### src/rtl/uart_pkg.sv
// Shared UART definitions: bit timing, frame constants, controller state and error codes.
package uart_pkg;

    localparam int BIT_PERIOD      = 434;
    localparam int BITS_PER_BYTE   = 10;
    // Ten byte times of silence ends a frame.
    localparam int TIMEOUT_DEFAULT = 10 * BITS_PER_BYTE * BIT_PERIOD;

    localparam logic [7:0] SOF_DEFAULT = 8'hA5;

    localparam logic [1:0] ERR_NONE    = 2'b00;
    localparam logic [1:0] ERR_TIMEOUT = 2'b01;
    localparam logic [1:0] ERR_CHKSUM  = 2'b10;
    localparam logic [1:0] ERR_OVERRUN = 2'b11;

    typedef enum logic [2:0] {
        ST_IDLE,
        ST_GET_CMD,
        ST_GET_DATA,
        ST_GET_CHK,
        ST_EXEC,
        ST_RD_WAIT,
        ST_RESP
    } state_t;

endpackage

### src/rtl/uart_timeout_cnt.sv
// Inter-byte idle counter: clears on clr, counts while en, flags the last allowed idle cycle.
module uart_timeout_cnt #(
    parameter int TIMEOUT = 43400
) (
    input  logic clk,
    input  logic rst,
    input  logic clr,
    input  logic en,
    output logic expired
);

    localparam int          W    = $clog2(TIMEOUT);
    localparam logic [W-1:0] LAST = W'(TIMEOUT - 1);

    logic [W-1:0] cnt;

    // NOTE: state registers use non-blocking assignments so every flop samples pre-edge values.
    always_ff @(posedge clk) begin
        if (rst) begin
            cnt <= '0;
        end else if (clr) begin
            cnt <= '0;
        end else if (en && cnt != LAST) begin
            cnt <= cnt + W'(1);
        end
    end

    assign expired = en && (cnt == LAST);

endmodule

### src/rtl/uart_frame_ctrl.sv
// Frame parser and command sequencer between the UART byte stream and the register file.
module uart_frame_ctrl
    import uart_pkg::*;
#(
    parameter int         ADDR_W  = 4,
    parameter logic [7:0] SOF     = SOF_DEFAULT,
    parameter int         TIMEOUT = TIMEOUT_DEFAULT
) (
    input  logic              clk,
    input  logic              rst,
    input  logic [7:0]        rx_data,
    input  logic              rx_ready,
    output logic              reg_we,
    output logic              reg_re,
    output logic [ADDR_W-1:0] reg_addr,
    output logic [7:0]        reg_wdata,
    input  logic [7:0]        reg_rdata,
    output logic [7:0]        tx_data,
    output logic              tx_valid,
    input  logic              tx_ready,
    output logic              frame_ok,
    output logic              frame_err,
    output logic [1:0]        err_code,
    output logic              busy
);

    state_t     state_q, state_d;
    logic [7:0] cmd_q, data_q;
    logic       in_get, in_exec_path, expired, exec_load, err_set;
    logic [1:0] err_val;

    assign in_get       = state_q inside {ST_GET_CMD, ST_GET_DATA, ST_GET_CHK};
    assign in_exec_path = state_q inside {ST_EXEC, ST_RD_WAIT, ST_RESP};

    uart_timeout_cnt #(.TIMEOUT(TIMEOUT)) u_timeout (
        .clk     (clk),
        .rst     (rst),
        .clr     (rx_ready || state_q == ST_IDLE),
        .en      (in_get),
        .expired (expired)
    );

    always_ff @(posedge clk) begin
        if (rst) state_q <= ST_IDLE;
        else     state_q <= state_d;
    end

    // NOTE: every combinational output gets a default first so no path can infer a latch.
    always_comb begin
        state_d   = state_q;
        exec_load = 1'b0;
        err_set   = 1'b0;
        err_val   = ERR_NONE;
        case (state_q)
            ST_IDLE:     if (rx_ready && rx_data == SOF) state_d = ST_GET_CMD;
            ST_GET_CMD:  if (rx_ready) state_d = ST_GET_DATA;
                         else if (expired) begin state_d = ST_IDLE; err_set = 1'b1; err_val = ERR_TIMEOUT; end
            ST_GET_DATA: if (rx_ready) state_d = ST_GET_CHK;
                         else if (expired) begin state_d = ST_IDLE; err_set = 1'b1; err_val = ERR_TIMEOUT; end
            ST_GET_CHK: begin
                if (rx_ready) begin
                    if (rx_data == (cmd_q ^ data_q)) begin
                        state_d   = ST_EXEC;
                        exec_load = 1'b1;
                    end else begin
                        state_d = ST_IDLE;
                        err_set = 1'b1;
                        err_val = ERR_CHKSUM;
                    end
                end else if (expired) begin
                    state_d = ST_IDLE;
                    err_set = 1'b1;
                    err_val = ERR_TIMEOUT;
                end
            end
            ST_EXEC:     state_d = cmd_q[7] ? ST_RD_WAIT : ST_IDLE;
            ST_RD_WAIT:  state_d = ST_RESP;
            ST_RESP:     if (tx_ready) state_d = ST_IDLE;
            default:     state_d = ST_IDLE;
        endcase
        // Bytes arriving while a command executes are dropped but reported.
        if (rx_ready && in_exec_path) begin
            err_set = 1'b1;
            err_val = ERR_OVERRUN;
        end
    end

    always_ff @(posedge clk) begin
        if (rst) begin
            cmd_q     <= '0;
            data_q    <= '0;
            reg_addr  <= '0;
            reg_wdata <= '0;
            tx_data   <= '0;
            frame_err <= 1'b0;
            err_code  <= ERR_NONE;
        end else begin
            if (rx_ready && state_q == ST_GET_CMD)  cmd_q  <= rx_data;
            if (rx_ready && state_q == ST_GET_DATA) data_q <= rx_data;
            // Address and write data only move when a frame is accepted, so they hold between strobes.
            if (exec_load) begin
                reg_addr <= cmd_q[ADDR_W-1:0];
                if (!cmd_q[7]) reg_wdata <= data_q;
            end
            if (state_q == ST_RD_WAIT) tx_data <= reg_rdata;
            frame_err <= err_set;
            if (err_set) err_code <= err_val;
        end
    end

    assign reg_we   = (state_q == ST_EXEC) && !cmd_q[7];
    assign reg_re   = (state_q == ST_EXEC) &&  cmd_q[7];
    assign frame_ok = (state_q == ST_EXEC);
    assign tx_valid = (state_q == ST_RESP);
    assign busy     = (state_q != ST_IDLE);

endmodule

### config.mk
export PLATFORM = sky130hd
export DESIGN_NAME = uart_frame_ctrl
export DESIGN_NICKNAME = d
export VERILOG_FILES = /design/src/rtl/uart_pkg.sv /design/src/rtl/uart_timeout_cnt.sv /design/src/rtl/uart_frame_ctrl.sv
export SDC_FILE = /design/constraint.sdc
export NUM_CORES = 1
export LEC_CHECK = 0
export CAP_MARGIN = 20
export CORE_MARGIN = 3
export CORE_UTILIZATION = 60
export CTS_CLUSTER_SIZE = 40
export DETAILED_ROUTE_END_ITERATION = 7
export DONT_BUFFER_PORTS = 1
export GPL_TIMING_DRIVEN = 0
export PLACE_DENSITY = 0.81
export SETUP_SLACK_MARGIN = 0.15
export SLEW_MARGIN = 20
export SYNTH_ARGS = -nofsm -noshare
export SYNTH_HDL_FRONTEND = slang
export SYNTH_HIERARCHICAL = 1
export SYNTH_SLANG_ARGS = --single-unit
### constraint.sdc
create_clock -name clk -period 3.52 [get_ports clk]
set_input_delay 0.704 -clock clk [delete_from_list [all_inputs] [get_ports clk]]
set_output_delay 0.704 -clock clk [all_outputs]
set_load 0.01 [all_outputs]
After elaboration in Yosys (flattened, before gate mapping) --
Cells that the tools add are included.
Cells by class: bitwise logic cells 2, add/subtract/negate cells 1, equal/unequal tests 12, div/mod/pow operators 0, mux-type cells 24, reductions and logical operators 18, magnitude comparators 0, multiply operators 0, shifts and indexed selects 0
Operators with widths (count):
- 3-bit two-way mux | 8
- 3-bit one-hot mux with 7 select lines | 1
- 16-bit by 1-bit adder with 16-bit output, second input constant | 1
- 16-bit == test, second input constant | 1
- 16-bit inequality test, second input constant | 1
- 1-bit two-way mux | 10
- 3-bit == test, second input constant | 3
- 3-bit nonzero test | 3
- 8-bit == test | 1
- 8-bit == test, second input constant | 1
- 1-bit logical AND | 8
- 8-bit bitwise XOR | 1
- 3-bit by 2-bit == test with 1-bit output, second input constant | 2
- 2-bit two-way mux | 3
- 2-bit by 1-bit inequality test with 1-bit output, second input constant | 2
- 2-bit one-hot mux with 2 select lines | 1
- 2-bit AND reduction | 2
- 2-bit OR reduction | 2
- 3-bit by 1-bit == test with 1-bit output, second input constant | 1
- 3-bit zero test | 1
- 1-bit one-hot mux with 2 select lines | 1
- 1-bit zero test | 1
- 1-bit logical OR | 1
- 1-bit inverter | 1
Word-level totals: word-level logic and storage cells 66, memories 0, bits in registers 58, input bits 20, output and inout bits 28, ROM bits 0, latch bits 0, bits in writable memories 0

Depth between registers and ports, before layout --
depth after elaboration 7, mapped depth 9, depth with buffers taken out 8

Hierarchy --
Netlist, hierarchy kept.
Modules (own cells, without submodules):
- uart_frame_ctrl | sequential area each 840.8 µm², cells an instance 225, area an instance 2006.9 µm², times used 1
- uart_timeout_cnt | sequential area each 320.3 µm², cells an instance 93, area an instance 819.5 µm², times used 1

Worst setup path after synthesis --
OpenSTA, ideal clock, no wires.
path kind input to register, start input rx_data[3], end register reg_wdata[0], data arrival time 2.051 ns, setup time 0.132 ns, path buffers 1, required time 3.388 ns, cell stages on the path 5, slack 1.336 ns, path through xor3_1 or4_4 buf_6 o31ai_1 a21oi_1
Between the ends: longest elaborated chain between the ends 5
Ends and longest elaborated chain:
- from (decl) | RTL line uart_frame_ctrl.sv:11 | input logic [7:0] rx_data,
- 8-bit == test | RTL line uart_frame_ctrl.sv:62 | if (rx_data == (cmd_q ^ data_q)) begin
- 1-bit two-way mux | RTL line uart_frame_ctrl.sv:62
- 1-bit two-way mux | RTL line uart_frame_ctrl.sv:61 | if (rx_ready) begin
- 1-bit two-way mux | RTL line uart_frame_ctrl.sv:54 | case (state_q)
- 2-bit AND reduction (no line)
- to (signal assigned) | RTL line uart_frame_ctrl.sv:103 | if (!cmd_q[7]) reg_wdata <= data_q;
- to (decl) | RTL line uart_frame_ctrl.sv:16 | output logic [7:0] reg_wdata,
Every way passes these cells. A chain may end at the register's enable or synchronous reset.

Final worst setup path --
start register state_q[2], end register u_timeout.cnt[15]
Between the ends: longest elaborated chain between the ends 3, elaborated cells on any way between the ends 8, classes of those cells eq/ne (3); reduce/logical (5)
Ends and longest elaborated chain:
- from (decl) | RTL line uart_frame_ctrl.sv:27 | state_t state_q, state_d;
- from (signal assigned) | RTL line uart_frame_ctrl.sv:45 | else state_q <= state_d;
- 3-bit by 1-bit == test with 1-bit output or 3-bit by 2-bit == test with 1-bit output (tied branches) | RTL line uart_frame_ctrl.sv:32 | assign in_get = state_q inside {ST_GET_CMD, ST_GET_DATA, ST_GET_CHK};
- 3-bit nonzero test (*) | RTL line uart_frame_ctrl.sv:32
- via in_get | RTL line uart_frame_ctrl.sv:29 | logic in_get, in_exec_path, expired, exec_load, err_set;
- 1-bit logical AND (*) | RTL line uart_timeout_cnt.sv:23 | end else if (en && cnt != LAST) begin
- to (signal assigned) | RTL line uart_timeout_cnt.sv:24 | cnt <= cnt + W'(1);
- to (decl) | RTL line uart_timeout_cnt.sv:15 | logic [W-1:0] cnt;
The timed path passes the listed nets; every way through them passes the cells marked *.

==> impl_metrics.csv <==
group,metric,value,unit
setup_path,end_kind,"flip-flop",
layout,fill_cells,356,
routing,drt_first_pass_iters,4,
layout,final_util,69.7,%
setup_path,cp_max_fo,10,
sta,fmax,393,MHz
setup_path,slowest_delay,0.45,ns
sta,slew_viol_final,0,
hold_path,hold_class,"flip-flop to flip-flop",
setup_path,r2r.worst_path.cells,7,
hold_path,min_path_cells,2,
floorplanning,rows,24,
setup_path,worstPathArrival,2.81,ns
sta,finalSetupViolCount,0,
placement,dpl_cell_area,2890,um2
yosys,synthArstFlopShare,0,%
placement,pre_cts_ws,1.02,ns
yosys,netlist_instances,318,
floorplanning,die_h,74.6,um
grt,grt_pass1_vias,2257,
yosys,yosys.area_share.simple,27.8,%
routing,drt-initial-drc-count,214,
clock_tree,htree_levels,3,
sta,fin_worst_skew,0.00939,ns
run,max_cap_viol_count,0,
yosys,synth.area.top_cells,"dfxtp_1 (41%), a21oi_1 (7.6%), xor3_1 (6.7%)",
yosys,synth.top_cells.by_count,"dfxtp_1 (58), a21oi_1 (43), nand2_1 (34)",
placement,dp_cells,370,
yosys,synth_area,2830,um2
clock_tree,cts_tree,"built",
setup_path,cpMostUsedCell,"clkbuf_1",
clock_tree,cts_num_sinks,58,
yosys,post-synth-top-count-cell,"dfxtp_1",
sta,tns,0,ns
clock_tree,cts_hold_buf,0,
yosys,ys_seq_elements,58,
power_and_ir_drop,p_per_area,430,nW/um2
power_and_ir_drop,peakVddDrop,0.274,mV
floorplanning,fp.dieW,74.6,um
setup_path,critical_path_class,"flip-flop to flip-flop",
floorplanning,die-area,5570,um2
sta,final_hold_viol_count,0,
routing,drc,0,
sta,max_slew_margin,34.3,%
placement,gp_congestion,0.839,
grt,grt_pass1_wl,10.5,mm
setup_path,cpMaxStageDelayCell,"or3_4",
layout,drive_gt1_share,9.91,%
sta,worst_pin_slew,0.978,ns
clock_tree,clk_pin_slew,0.07,ns
setup_path,crit_family,"simple AND/OR/NAND/NOR gates",
setup_path,cp-start-kind,"flip-flop",
yosys,synth_fp_nets,339,
layout,final_nets,350,
layout,final_cells,385,
routing,antenna_left,0,
layout,antennaDiodeCount,0,
routing,via_count,2455,
placement,place_hpwl,4.69,mm
floorplanning,core,4440,um2
clock_tree,insertion_delay,0.34,ns
outcome,outcome,"finished, final reports clean",
power_and_ir_drop,power,1.33,mW
clock_tree,root_buffer,"clkbuf_8",
floorplanning,initial_core_util,63.6,%
clock_tree,postCtsSetupBuffers,0,
yosys,synth-edff-count,0,
setup_path,worstSetupPathDepth,7,
yosys,synth-xor-area-share,9.21,%
grt,antenna_found_initial,0,
sta,min_period,2.55,ns
sta,finalWorstSetupSlack,0.974,ns
grt,grt_max_degree,11,
power_and_ir_drop,p_leak,1.01,nW
layout,syn_to_final_growth,9.52,%
setup_path,path_cells,"clkbuf_1 -> clkbuf_1 -> nor2_1 -> nand3_1 -> or3_4 -> or4_1 -> a21oi_1",
yosys,synth_cell_types,46,
yosys,synth_mux_area_share,2.83,%
setup_path,cp.required,3.79,ns
yosys,synthAdderAreaFrac,0.443,%
yosys,ys_warn_count,6,
floorplanning,ios,48,
yosys,ys_seq_area_share,41.1,%
placement,io_buffers,0,
yosys,synth_top_family_by_area,"simple AND/OR/NAND/NOR gates",
yosys,synthFlopType,"dfxtp_1",
grt,grtUsageTotal,25.2,%
layout,final_area,3100,um2
sta,timing.final.crit_share,72.3,%
setup_path,crit_buf_inv,2,
clock_tree,clockBufferDepth,2,
sta,rsz0062_at_grt,"no",
routing,vias_per_cell,6.38,
yosys,synth_top_area_share,41.1,%
sta,hold_ws,0.470,ns
routing,wire_per_inst,17.2,um
clock_tree,numCtsBuffers,9,
grt,grt_overflow,0,
yosys,avgSynthCellArea,8.89,um2
routing,wl,6.63,mm
yosys,synth_compound_area_share,15.1,%
clock_tree,cts_resized,0,
yosys,synth_top_cell_by_area,"dfxtp_1",
## cells in the final DEF, fill, tap and decap left out, types with 2 or more instances in the layout
| master | count |
|---|---|
| or2_2 | 2 |
| nand2_1 | 34 |
| and4_1 | 2 |
| nor4_2 | 2 |
| nor3_1 | 2 |
| nand3_1 | 16 |
| buf_1 | 2 |
| nor2_1 | 27 |
| or4_4 | 4 |
| buf_2 | 2 |
| and3_1 | 4 |
| a21oi_1 | 43 |
| clkbuf_1 | 14 |
| inv_1 | 3 |
| or4_1 | 2 |
| nand4b_1 | 2 |
| o21ai_0 | 7 |
| nand4_1 | 15 |
| xor3_1 | 8 |
| or3_1 | 6 |
| o31ai_1 | 14 |
| buf_6 | 2 |
| o211ai_1 | 2 |
| mux2i_1 | 8 |
| dfxtp_1 | 58 |
| and3_2 | 2 |
| xnor2_1 | 2 |
| nor4_1 | 2 |
| a31oi_1 | 2 |
| xor2_1 | 6 |
| clkbuf_8 | 12 |
| nand2b_1 | 5 |
| nor2b_1 | 5 |
## state kept, by name, summed over array words and instances, names as in the netlist
signal and cells:
tx_data 8, u_timeout/cnt 16, err_code 2, state_q 3, reg_wdata 8, frame_err 1, data_q 8, reg_addr 4
cmd_q 8
## area by class of cell
type                            instances  area (um2)  share of cell area, %
Multi-Input combinational cell        238        1570                   50.6
Tap cell                               52        65.1                   2.10
Buffer                                 19        88.8                   2.87
Clock buffer                           13         169                   5.46
Inverter                                3        11.3                  0.364
Clock inverter                          2        35.0                   1.13
Sequential cell                        58        1160                   37.5
## metal layers
metal  up-vias  share of wire, %  track usage, %
li1       1180                 -               -
met1      1180                44            33.1
met2        81                46            37.9
met3        14               7.4            6.54
met4         0               1.9            13.8
met5         -                 0               0
## report_power, final
| group | total (mW) | internal, mW | switching, mW |
|---|---|---|---|
| sequential | 0.657 | 0.657 | 0.000253 |
| clock | 0.635 | 0.380 | 0.255 |
| combinational | 0.0381 | 0.0148 | 0.0233 |
## worst register-to-register path: cells and delay by family (launching register included)
| kind | cells | cell delay (ns) |
|---|---|---|
| AND/OR/NAND/NOR | 4 | 1.45 |
| buffers and inverters | 2 | 0.51 |
| flip-flops | 1 | 0.36 |
| AO/OA/AOI/OAI | 1 | 0.15 |
## kinds of logic after synthesis
| family | count (synthesis) |
|---|---|
| AO/OA/AOI/OAI | 73 |
| XOR/XNOR | 16 |
| adder cells (fa/ha/maj) | 1 |
| buffers and inverters | 22 |
| flip-flops | 58 |
| multiplexers | 8 |
| AND/OR/NAND/NOR | 140 |
## path summary, 6_finish.rpt
check | start | to | slack, ns
min reg2reg | cmd_q[6] | cmd_q[6] | 0.47
min | cmd_q[6] | cmd_q[6] | 0.47
max | state_q[2] | u_timeout/cnt[15] | 0.97
max reg2reg | state_q[2] | u_timeout/cnt[15] | 0.97
Note: power is estimated with default switching activity, not from simulation.
